## config.mk

```make
export PLATFORM = sky130hd
export DESIGN_NAME = if_pc_queue
export DESIGN_NICKNAME = d
export VERILOG_FILES = /design/src/rtl/if_pc_queue_pkg.sv /design/src/rtl/if_lane_pc_expand.sv /design/src/rtl/if_pc_queue.sv
export SDC_FILE = /design/constraint.sdc
export NUM_CORES = 1
export LEC_CHECK = 0
export CAP_MARGIN = 10
export CELL_PAD_IN_SITES_DETAIL_PLACEMENT = 2
export CELL_PAD_IN_SITES_GLOBAL_PLACEMENT = 2
export CORE_ASPECT_RATIO = 1.2
export CORE_MARGIN = 2
export CORE_UTILIZATION = 38
export DETAILED_ROUTE_END_ITERATION = 10
export HOLD_SLACK_MARGIN = 0.03
export PLACE_DENSITY = 0.8
export SLEW_MARGIN = 20
export SYNTH_ARGS = -nofsm -noshare
export SYNTH_HDL_FRONTEND = slang
export SYNTH_SLANG_ARGS = --single-unit
```

## constraint.sdc

```tcl
create_clock -name clk -period 3.2 [get_ports clk]
set_input_delay 0.8 -clock clk [delete_from_list [all_inputs] [get_ports clk]]
set_output_delay 0.8 -clock clk [all_outputs]
set_load 0.02 [all_outputs]
```

## src/rtl/if_pc_queue_pkg.sv

```systemverilog
`default_nettype none
// +----------------------------------------------------------------------+
// | if_pc_queue_pkg                                                      |
// | Shared fetch-queue defaults and the fetch-group entry layout.        |
// | Revision: 1.0                                                        |
// +----------------------------------------------------------------------+
package if_pc_queue_pkg;

   localparam int IF_QUEUE_DEPTH    = 4;
   localparam int IF_FETCH_WIDTH    = 2;
   localparam int IF_ADDR_WIDTH     = 32;
   localparam int IF_EXCP_NUM_WIDTH = 4;

   // Reference layout of one queued fetch group at the default widths.
   // The queue itself keeps each field in its own parametrised array.
   typedef struct packed {
      logic [IF_ADDR_WIDTH-1:0]     pc;
      logic [IF_FETCH_WIDTH-1:0]    lane_mask;
      logic                         excp;
      logic [IF_EXCP_NUM_WIDTH-1:0] excp_num;
   } if_fetch_entry_t;

endpackage : if_pc_queue_pkg
`default_nettype wire

```

## src/rtl/if_lane_pc_expand.sv

```systemverilog
`default_nettype none
// +----------------------------------------------------------------------+
// | if_lane_pc_expand                                                    |
// | Expands a fetch-group base PC into per-lane instruction PCs.         |
// | Revision: 1.0                                                        |
// +----------------------------------------------------------------------+
module if_lane_pc_expand #(
   parameter int FETCH_WIDTH = 2,
   parameter int ADDR_WIDTH  = 32
) (
   input  logic [ADDR_WIDTH-1:0]             base_pc_i,
   input  logic [FETCH_WIDTH-1:0]            lane_mask_i,
   output logic [FETCH_WIDTH*ADDR_WIDTH-1:0] lane_pc_o,
   output logic [FETCH_WIDTH-1:0]            lane_valid_o
);

   // Lane k sits 4*k bytes above the base; carry past the top bit wraps.
   for (genvar k = 0; k < FETCH_WIDTH; k++) begin : g_lane
      assign lane_pc_o[k*ADDR_WIDTH +: ADDR_WIDTH] = base_pc_i + ADDR_WIDTH'(4 * k);
   end

   assign lane_valid_o = lane_mask_i;

endmodule : if_lane_pc_expand
`default_nettype wire

```

## src/rtl/if_pc_queue.sv

```systemverilog
`default_nettype none
// +----------------------------------------------------------------------+
// | if_pc_queue                                                          |
// | DEPTH-entry circular FIFO of fetch groups (PC, lane mask, exception) |
// | between the PC generator and the align/decode handoff, with squash.  |
// | Revision: 1.0                                                        |
// +----------------------------------------------------------------------+
module if_pc_queue
   import if_pc_queue_pkg::*;
#(
   parameter int DEPTH          = IF_QUEUE_DEPTH,
   parameter int FETCH_WIDTH    = IF_FETCH_WIDTH,
   parameter int ADDR_WIDTH     = IF_ADDR_WIDTH,
   parameter int EXCP_NUM_WIDTH = IF_EXCP_NUM_WIDTH
) (
   input  logic                              clk,
   input  logic                              rst,
   input  logic                              push_valid,
   output logic                              push_ready,
   input  logic [ADDR_WIDTH-1:0]             push_pc,
   input  logic [FETCH_WIDTH-1:0]            push_lane_mask,
   input  logic                              push_excp,
   input  logic [EXCP_NUM_WIDTH-1:0]         push_excp_num,
   output logic                              pop_valid,
   input  logic                              pop_ready,
   output logic [FETCH_WIDTH*ADDR_WIDTH-1:0] pop_pc,
   output logic [FETCH_WIDTH-1:0]            pop_lane_valid,
   output logic                              pop_excp,
   output logic [EXCP_NUM_WIDTH-1:0]         pop_excp_num,
   input  logic                              branch_flag_i,
   input  logic                              flush,
   input  logic                              excp_flush,
   input  logic                              ertn_flush,
   input  logic                              stall,
   output logic [$clog2(DEPTH):0]            count
);

   localparam int IDX_W = $clog2(DEPTH);
   localparam int PTR_W = IDX_W + 1;
   // A faulting group only ever presents its first instruction.
   localparam logic [FETCH_WIDTH-1:0] LANE0_ONLY = FETCH_WIDTH'(1);

   logic [PTR_W-1:0] rd_q, rd_d;
   logic [PTR_W-1:0] wr_q, wr_d;

   logic [ADDR_WIDTH-1:0]     pc_q       [DEPTH];
   logic [FETCH_WIDTH-1:0]    mask_q     [DEPTH];
   logic                      excp_q     [DEPTH];
   logic [EXCP_NUM_WIDTH-1:0] excp_num_q [DEPTH];

   logic                              empty, full, squash, push_fire, pop_fire;
   logic [IDX_W-1:0]                  rd_idx, wr_idx;
   logic [FETCH_WIDTH*ADDR_WIDTH-1:0] lane_pc;
   logic [FETCH_WIDTH-1:0]            lane_valid;

   assign rd_idx = rd_q[IDX_W-1:0];
   assign wr_idx = wr_q[IDX_W-1:0];
   assign empty  = (rd_q == wr_q);
   assign full   = (rd_idx == wr_idx) && (rd_q[IDX_W] != wr_q[IDX_W]);
   assign squash = branch_flag_i | flush | excp_flush | ertn_flush;

   // Ready and valid come only from registered pointers, never from the other side.
   assign push_ready = !full;
   assign pop_valid  = !empty;
   assign push_fire  = push_valid & push_ready;
   assign pop_fire   = pop_valid & pop_ready & !stall;
   assign count      = wr_q - rd_q;

   // Next pointers: squash clears both and swallows any same-cycle transfer.
   always_comb begin
      rd_d = rd_q;
      wr_d = wr_q;
      if (squash) begin
         rd_d = '0;
         wr_d = '0;
      end else begin
         if (push_fire) wr_d = wr_q + PTR_W'(1);
         if (pop_fire)  rd_d = rd_q + PTR_W'(1);
      end
   end

   // Pointer registers with synchronous reset.
   always_ff @(posedge clk) begin
      if (rst) begin
         rd_q <= '0;
         wr_q <= '0;
      end else begin
         rd_q <= rd_d;
         wr_q <= wr_d;
      end
   end

   // Entry storage; contents after reset are hidden by output masking.
   always_ff @(posedge clk) begin
      if (!rst && !squash && push_fire) begin
         pc_q[wr_idx]       <= push_pc;
         mask_q[wr_idx]     <= push_excp ? LANE0_ONLY : push_lane_mask;
         excp_q[wr_idx]     <= push_excp;
         excp_num_q[wr_idx] <= push_excp_num;
      end
   end

   if_lane_pc_expand #(
      .FETCH_WIDTH (FETCH_WIDTH),
      .ADDR_WIDTH  (ADDR_WIDTH)
   ) u_lane_pc_expand (
      .base_pc_i    (pc_q[rd_idx]),
      .lane_mask_i  (mask_q[rd_idx]),
      .lane_pc_o    (lane_pc),
      .lane_valid_o (lane_valid)
   );

   // Head data is zeroed while empty so stale storage never leaks out.
   assign pop_pc         = pop_valid ? lane_pc            : '0;
   assign pop_lane_valid = pop_valid ? lane_valid         : '0;
   assign pop_excp       = pop_valid ? excp_q[rd_idx]     : 1'b0;
   assign pop_excp_num   = pop_valid ? excp_num_q[rd_idx] : '0;

endmodule : if_pc_queue
`default_nettype wire

```

; After elaboration in Yosys (flattened, before gate mapping)
; Memories as Yosys holds them, arrays and structs flattened. A register that Yosys moved wholly into a read port is not among the register bits.
; Index checks and enable logic that the tools add are counted.
[totals]
n_memories = 4
ram_bits = 156
regBits = 6
out_inout_bits = 76
elab_cells = 43
[op_classes]
addsub = 4
bitwise_logic = 6
n_eq_ne = 3
n_mux = 15
reduce_logical = 9
[mem_list]
columns = memory, depth, width, read_ports, rd_clocked_by_memory_dff, write_ports, line
row1 = pc_q, 4, 32, 1, 1, 1, if_pc_queue.sv:46  ; logic [ADDR_WIDTH-1:0] pc_q [DEPTH];
row2 = excp_num_q, 4, 4, 1, 1, 1, if_pc_queue.sv:49  ; logic [EXCP_NUM_WIDTH-1:0] excp_num_q [DEPTH];
row3 = mask_q, 4, 2, 1, 1, 1, if_pc_queue.sv:47  ; logic [FETCH_WIDTH-1:0] mask_q [DEPTH];
row4 = excp_q, 4, 1, 1, 1, 1, if_pc_queue.sv:48  ; logic excp_q [DEPTH];
[op_table]
columns = operator, n
row1 = $mux W64, 1
row2 = $add A32 B3 Y32 const B, 1
row3 = $mux W2, 10
row4 = $add A3 B1 Y3 const B, 2
row5 = $logic_not A1 Y1, 5
row6 = $mux W4, 1
row7 = $and A1 B1 Y1, 3
row8 = $eq A3 B3 Y1, 1
row9 = $logic_and A1 B1 Y1, 3
row10 = $mux W1, 3
row11 = $or A1 B1 Y1, 3
row12 = $sub A3 B3 Y3, 1
row13 = $eq A2 B2 Y1, 1
row14 = $reduce_or A2 Y1, 1
row15 = $ne A1 B1 Y1, 1

; Logic depth before layout (Yosys ltp)
[depth]
depth_word = 8
ltp_mapped = 9

; Hierarchy
; From an unflattened synthesis, not the netlist that was laid out.
[hier_totals]
cells_unflattened = 466
hier_area_um2 = 7546.0
[modules_own_cells]
columns = mod, n_inst, seq_area_each_um2, cells_per_inst, area_per_inst_um2
row1 = if_pc_queue, 1, 4844.6, 349, 6710.2
row2 = if_lane_pc_expand, 1, 0.0, 117, 835.8

; Worst setup path after synthesis
; Ideal clock, no wire load.
[synth_timing]
path_kind = register -> output
startpoint = reg (tool-made name)
endpoint = out pop_pc[63]
n_path_buf = 3
t_arrival_ns = 2.407
setup_slack_ns = -0.007
t_required_ns = 2.400
path_stages_with_launch = 7
cell_sequence = dfxtp_1 > buf_6 > buf_6 > buf_2 > mux4_2 > or4_1 > a21oi_1
[synth_lines]
columns = item, line
row1 = to (decl), if_pc_queue.sv:26  ; output logic [FETCH_WIDTH*ADDR_WIDTH-1:0] pop_pc,

==> impl_metrics.toml <==
[synth]
yosys_warnings = 0
synth-seq-cells = 164
yosys.area_share.simple_pct = 11.4
synth.distinct_cells = 36
synthMuxAreaShare_pct = 13.3
syn-cell-area_sq_um = 7170
ys_seq_area_share_pct = 67.5
syn_avg_cell_area_sq_um = 16.5
synth_top_family_by_area = "multiplexers"
synth_compound_area_share_pct = 1.87
synth_fa_ha_area_share_pct = 1.67
syn-instance-count = 435
mappedNetlistNets = 492
synth-xor-area-share_pct = 2.20

[drt]
wirelength_mm = 30.4
post-route-drc-count = 0
ant_nets = 0
drt_pre_antenna_iters = 5
wl_per_cell_um = 32.0
drt_first_iter_violations = 437
num_vias = 5431
vias_per_cell = 5.71

[final_layout]
nFillCells = 1652
fin_util_pct = 57.2
area_growth_pct = 49.2
final_nets = 741
fin_area_sq_um = 10700
drive_gt1_share_pct = 49.8
antenna_cells = 0

[timing]
postLayoutSetupSlackWorst_ns = -0.549
finalHoldViolCount = 0
finalSetupViolations = 28
post-route-period-util_pct = 117
clock.fmax_mhz = 267
rsz0062_at_grt = "true"
finClkSkew_ns = 0.0214
worst_pin_slew_ns = 0.471
tns_ns = -10.03
slew_viol_final = 0
relSlewSlack_pct = 68.3
min_period_ns = 3.75

[pwr]
p_leak_nw = 3.87
powerDensity_nw_per_um2 = 429
vdd.ir_drop.worst_mv = 0.396

[worst_setup_path]
crit_slowest_cell = "or4_4"
crit_path_frequent_cell = "buf_6"
cp.required_ns = 2.40
crit_path_end_kind = "primary output"
path_class = "reg2out"
crit_chain = "buf_12, buf_12, mux4_2, and3_4, nand4_1, buf_6, buf_6, or4_4, nand2_4, buf_6"
path_buf_inv = 5
startpoint_type = "flip-flop"
crit_path_max_fanout = 5
crit_family = "simple AND/OR/NAND/NOR gates"
r2r_slack_ns = 0.90
cpPeakStageDelay_ns = 0.53
r2r_start = "wr_q[0]$_SDFFE_PP0N_"
critPathArrivalTime_ns = 2.95

[global_routing]
grt_pass1_vias = 5903
globalRouteTotalUtil_pct = 30.3
antenna_found_initial = 0
grt_max_degree = 40
grt_pass1_wl_mm = 42.4
grt.overflow.total = 0

[clock_network]
root_buffer = "clkbuf_16"
cts_buffer_depth = 2
numCtsBuffers = 17
cts.sinks = 164
clk_pin_slew_ns = 0.08
tritoncts = "yes"
cts_max_level = 4
insertion_delay_ns = 0.46

[placed_design]
place_area_sq_um = 9300
pre_cts_slack_ns = -0.480
gp_congestion = 0.811
dpl.hpwl_mm = 15.9
io_buffers = 123

[min_path]
hp-class = "reg2reg"
hold_start = "wr_q[1]$_SDFFE_PP0N_"

[floorplan]
start_util_pct = 38.3
dieArea_sq_um = 20000
dieHeight_um = 155
die_w_um = 129
pin_count = 124
row_count = 55
core-area_sq_um = 18700

[job]
maxCapViolCount = 0

[status]
violations = "setup timing"
outcome = "finished, violations left"
-- cell usage in the layout (no fill, tap or decap), drive strengths merged, types with 2 or more instances in the layout --
cell type / netlist / layout
edfxtp: 156 / 156
xnor2: 5 / 5
clkbuf: 7 / 35
clkdlybuf4s50: 0 / 51
o21ai: 3 / 3
mux4: 39 / 39
or2: 2 / 2
clkinvlp: 0 / 2
and4: 4 / 4
dfxtp: 8 / 8
nand3: 14 / 14
dlygate4sd2: 0 / 4
and2: 45 / 45
nor2: 33 / 33
ha: 8 / 8
xor2: 13 / 13
or4: 9 / 9
a21oi: 10 / 10
mux2: 4 / 4
or3: 2 / 2
o31ai: 8 / 8
and3: 5 / 5
nand4: 12 / 12
nand2: 16 / 16
clkinv: 0 / 2
inv: 7 / 15
buf: 15 / 177
nor3: 2 / 2
mux2i: 2 / 2
-- state kept, by name, indices dropped and copies added, names as in the netlist, named ones only --
name / cells
excp_num_q: 16
excp_q: 4
mask_q: 8
pc_q: 128
rd_q: 3
wr_q: 3
-- path summary, 6_finish.rpt --
check                         endpoint  cells past startpoint
hold / removal    wr_q[1]$_SDFFE_PP0N_                      2
setup / recovery            pop_pc[51]                     10
hold reg to reg   wr_q[1]$_SDFFE_PP0N_                      2
setup reg to reg             flip-flop                     12
-- cell families after synthesis --
| kind of cell | after synthesis |
|---|---|
| xor+xnor | 18 |
| buf+inv | 29 |
| mux | 45 |
| fa+ha+maj | 9 |
| simple gates | 148 |
| flops | 164 |
| compound gates | 22 |
-- worst reg2reg max path: cells and delay by family, from the launching register on --
family        cells  cell delay (ns)
fa+ha+maj         1             0.27
simple gates      4             0.68
flops             1             0.36
xor+xnor          1             0.11
buf+inv           6             0.71
-- per-stage QoR --
step                cells  hold slack, ns  total power [W]
floorplan             435           0.485          0.00242
global placement      870           0.515          0.00252
detailed placement    870           0.536          0.00253
CTS                   934           0.555          0.00453
global route          951           0.553          0.00468
finish                951           0.539          0.00459
-- layer usage --
metal  routed length (um)  global-route usage (%)  vias to the layer above  part of all wire [%]
met4                 1250                    12.8                        0                   4.1
met2                15600                    50.9                      281                    51
li1                     -                       -                     2195                     -
met5                    0                       0                        -                     0
met1                11900                    37.8                     2880                    39
met3                 1650                    6.64                       75                   5.4
-- where the power goes --
part / internal [W] / total, W / switching, W / leakage [nW]
combinational: 0.0000788 / 0.000155 / 0.0000759 / 2.12
clock: 0.00109 / 0.00209 / 0.000994 / 0.274
sequential: 0.00235 / 0.00235 / 0.00000170 / 1.47
-- synthesized netlist by cell type --
master    instances  area [sq um]
xor2_1           13           114
nand4_2           1          12.5
mux4_2           37           833
mux4_1            2          52.6
dfxtp_1           8           160
nand3b_1          1          7.51
nand2_1          16          60.1
and3_1            5          31.3
nand4_1          11          68.8
mux2_2            4          45.0
nor2b_1           1          6.26
inv_1             7          26.3
and4_1            4          35.0
a21oi_1          10          50.1
or3_1             2          12.5
ha_1              8           100
buf_4             3          22.5
edfxtp_1        156          4680
or4_1             9          67.6
o41ai_1           1          8.76
or2_2             2          12.5
buf_6             3          33.8
nor4_1            1          6.26
buf_1             1          3.75
nor3_1            2          10.0
and2_1           45           282
xnor2_1           5          43.8
nor2_1           33           124
o21ai_0           3          15.0
o31ai_1           8          60.1
nand3_1          14          70.1
clkbuf_1          7          26.3
mux2i_1           2          20.0
fa_1              1          20.0
nand4b_1          1          8.76
buf_2             8          40.0
-- cell type report --
cell class                 instances  area (sq um)  area share [%]
sequential                       164          4850            45.3
multi-input combinational        242          2620            24.5
timing repair buffer             252          2320            21.6
clock buffer                      17           425            3.97
tap                              256           320            2.99
clock inverter                    13           136            1.27
inverter                           7          30.0           0.281
-- timing repair --
item,4_1_cts,5_1_grt
resized for setup,323,113
cloned,2,0
pin swaps,29,38
hold buffers,0,0
setup endpoints to repair,72,71
setup buffers,32,19
Power figures use the tool's default switching activity.
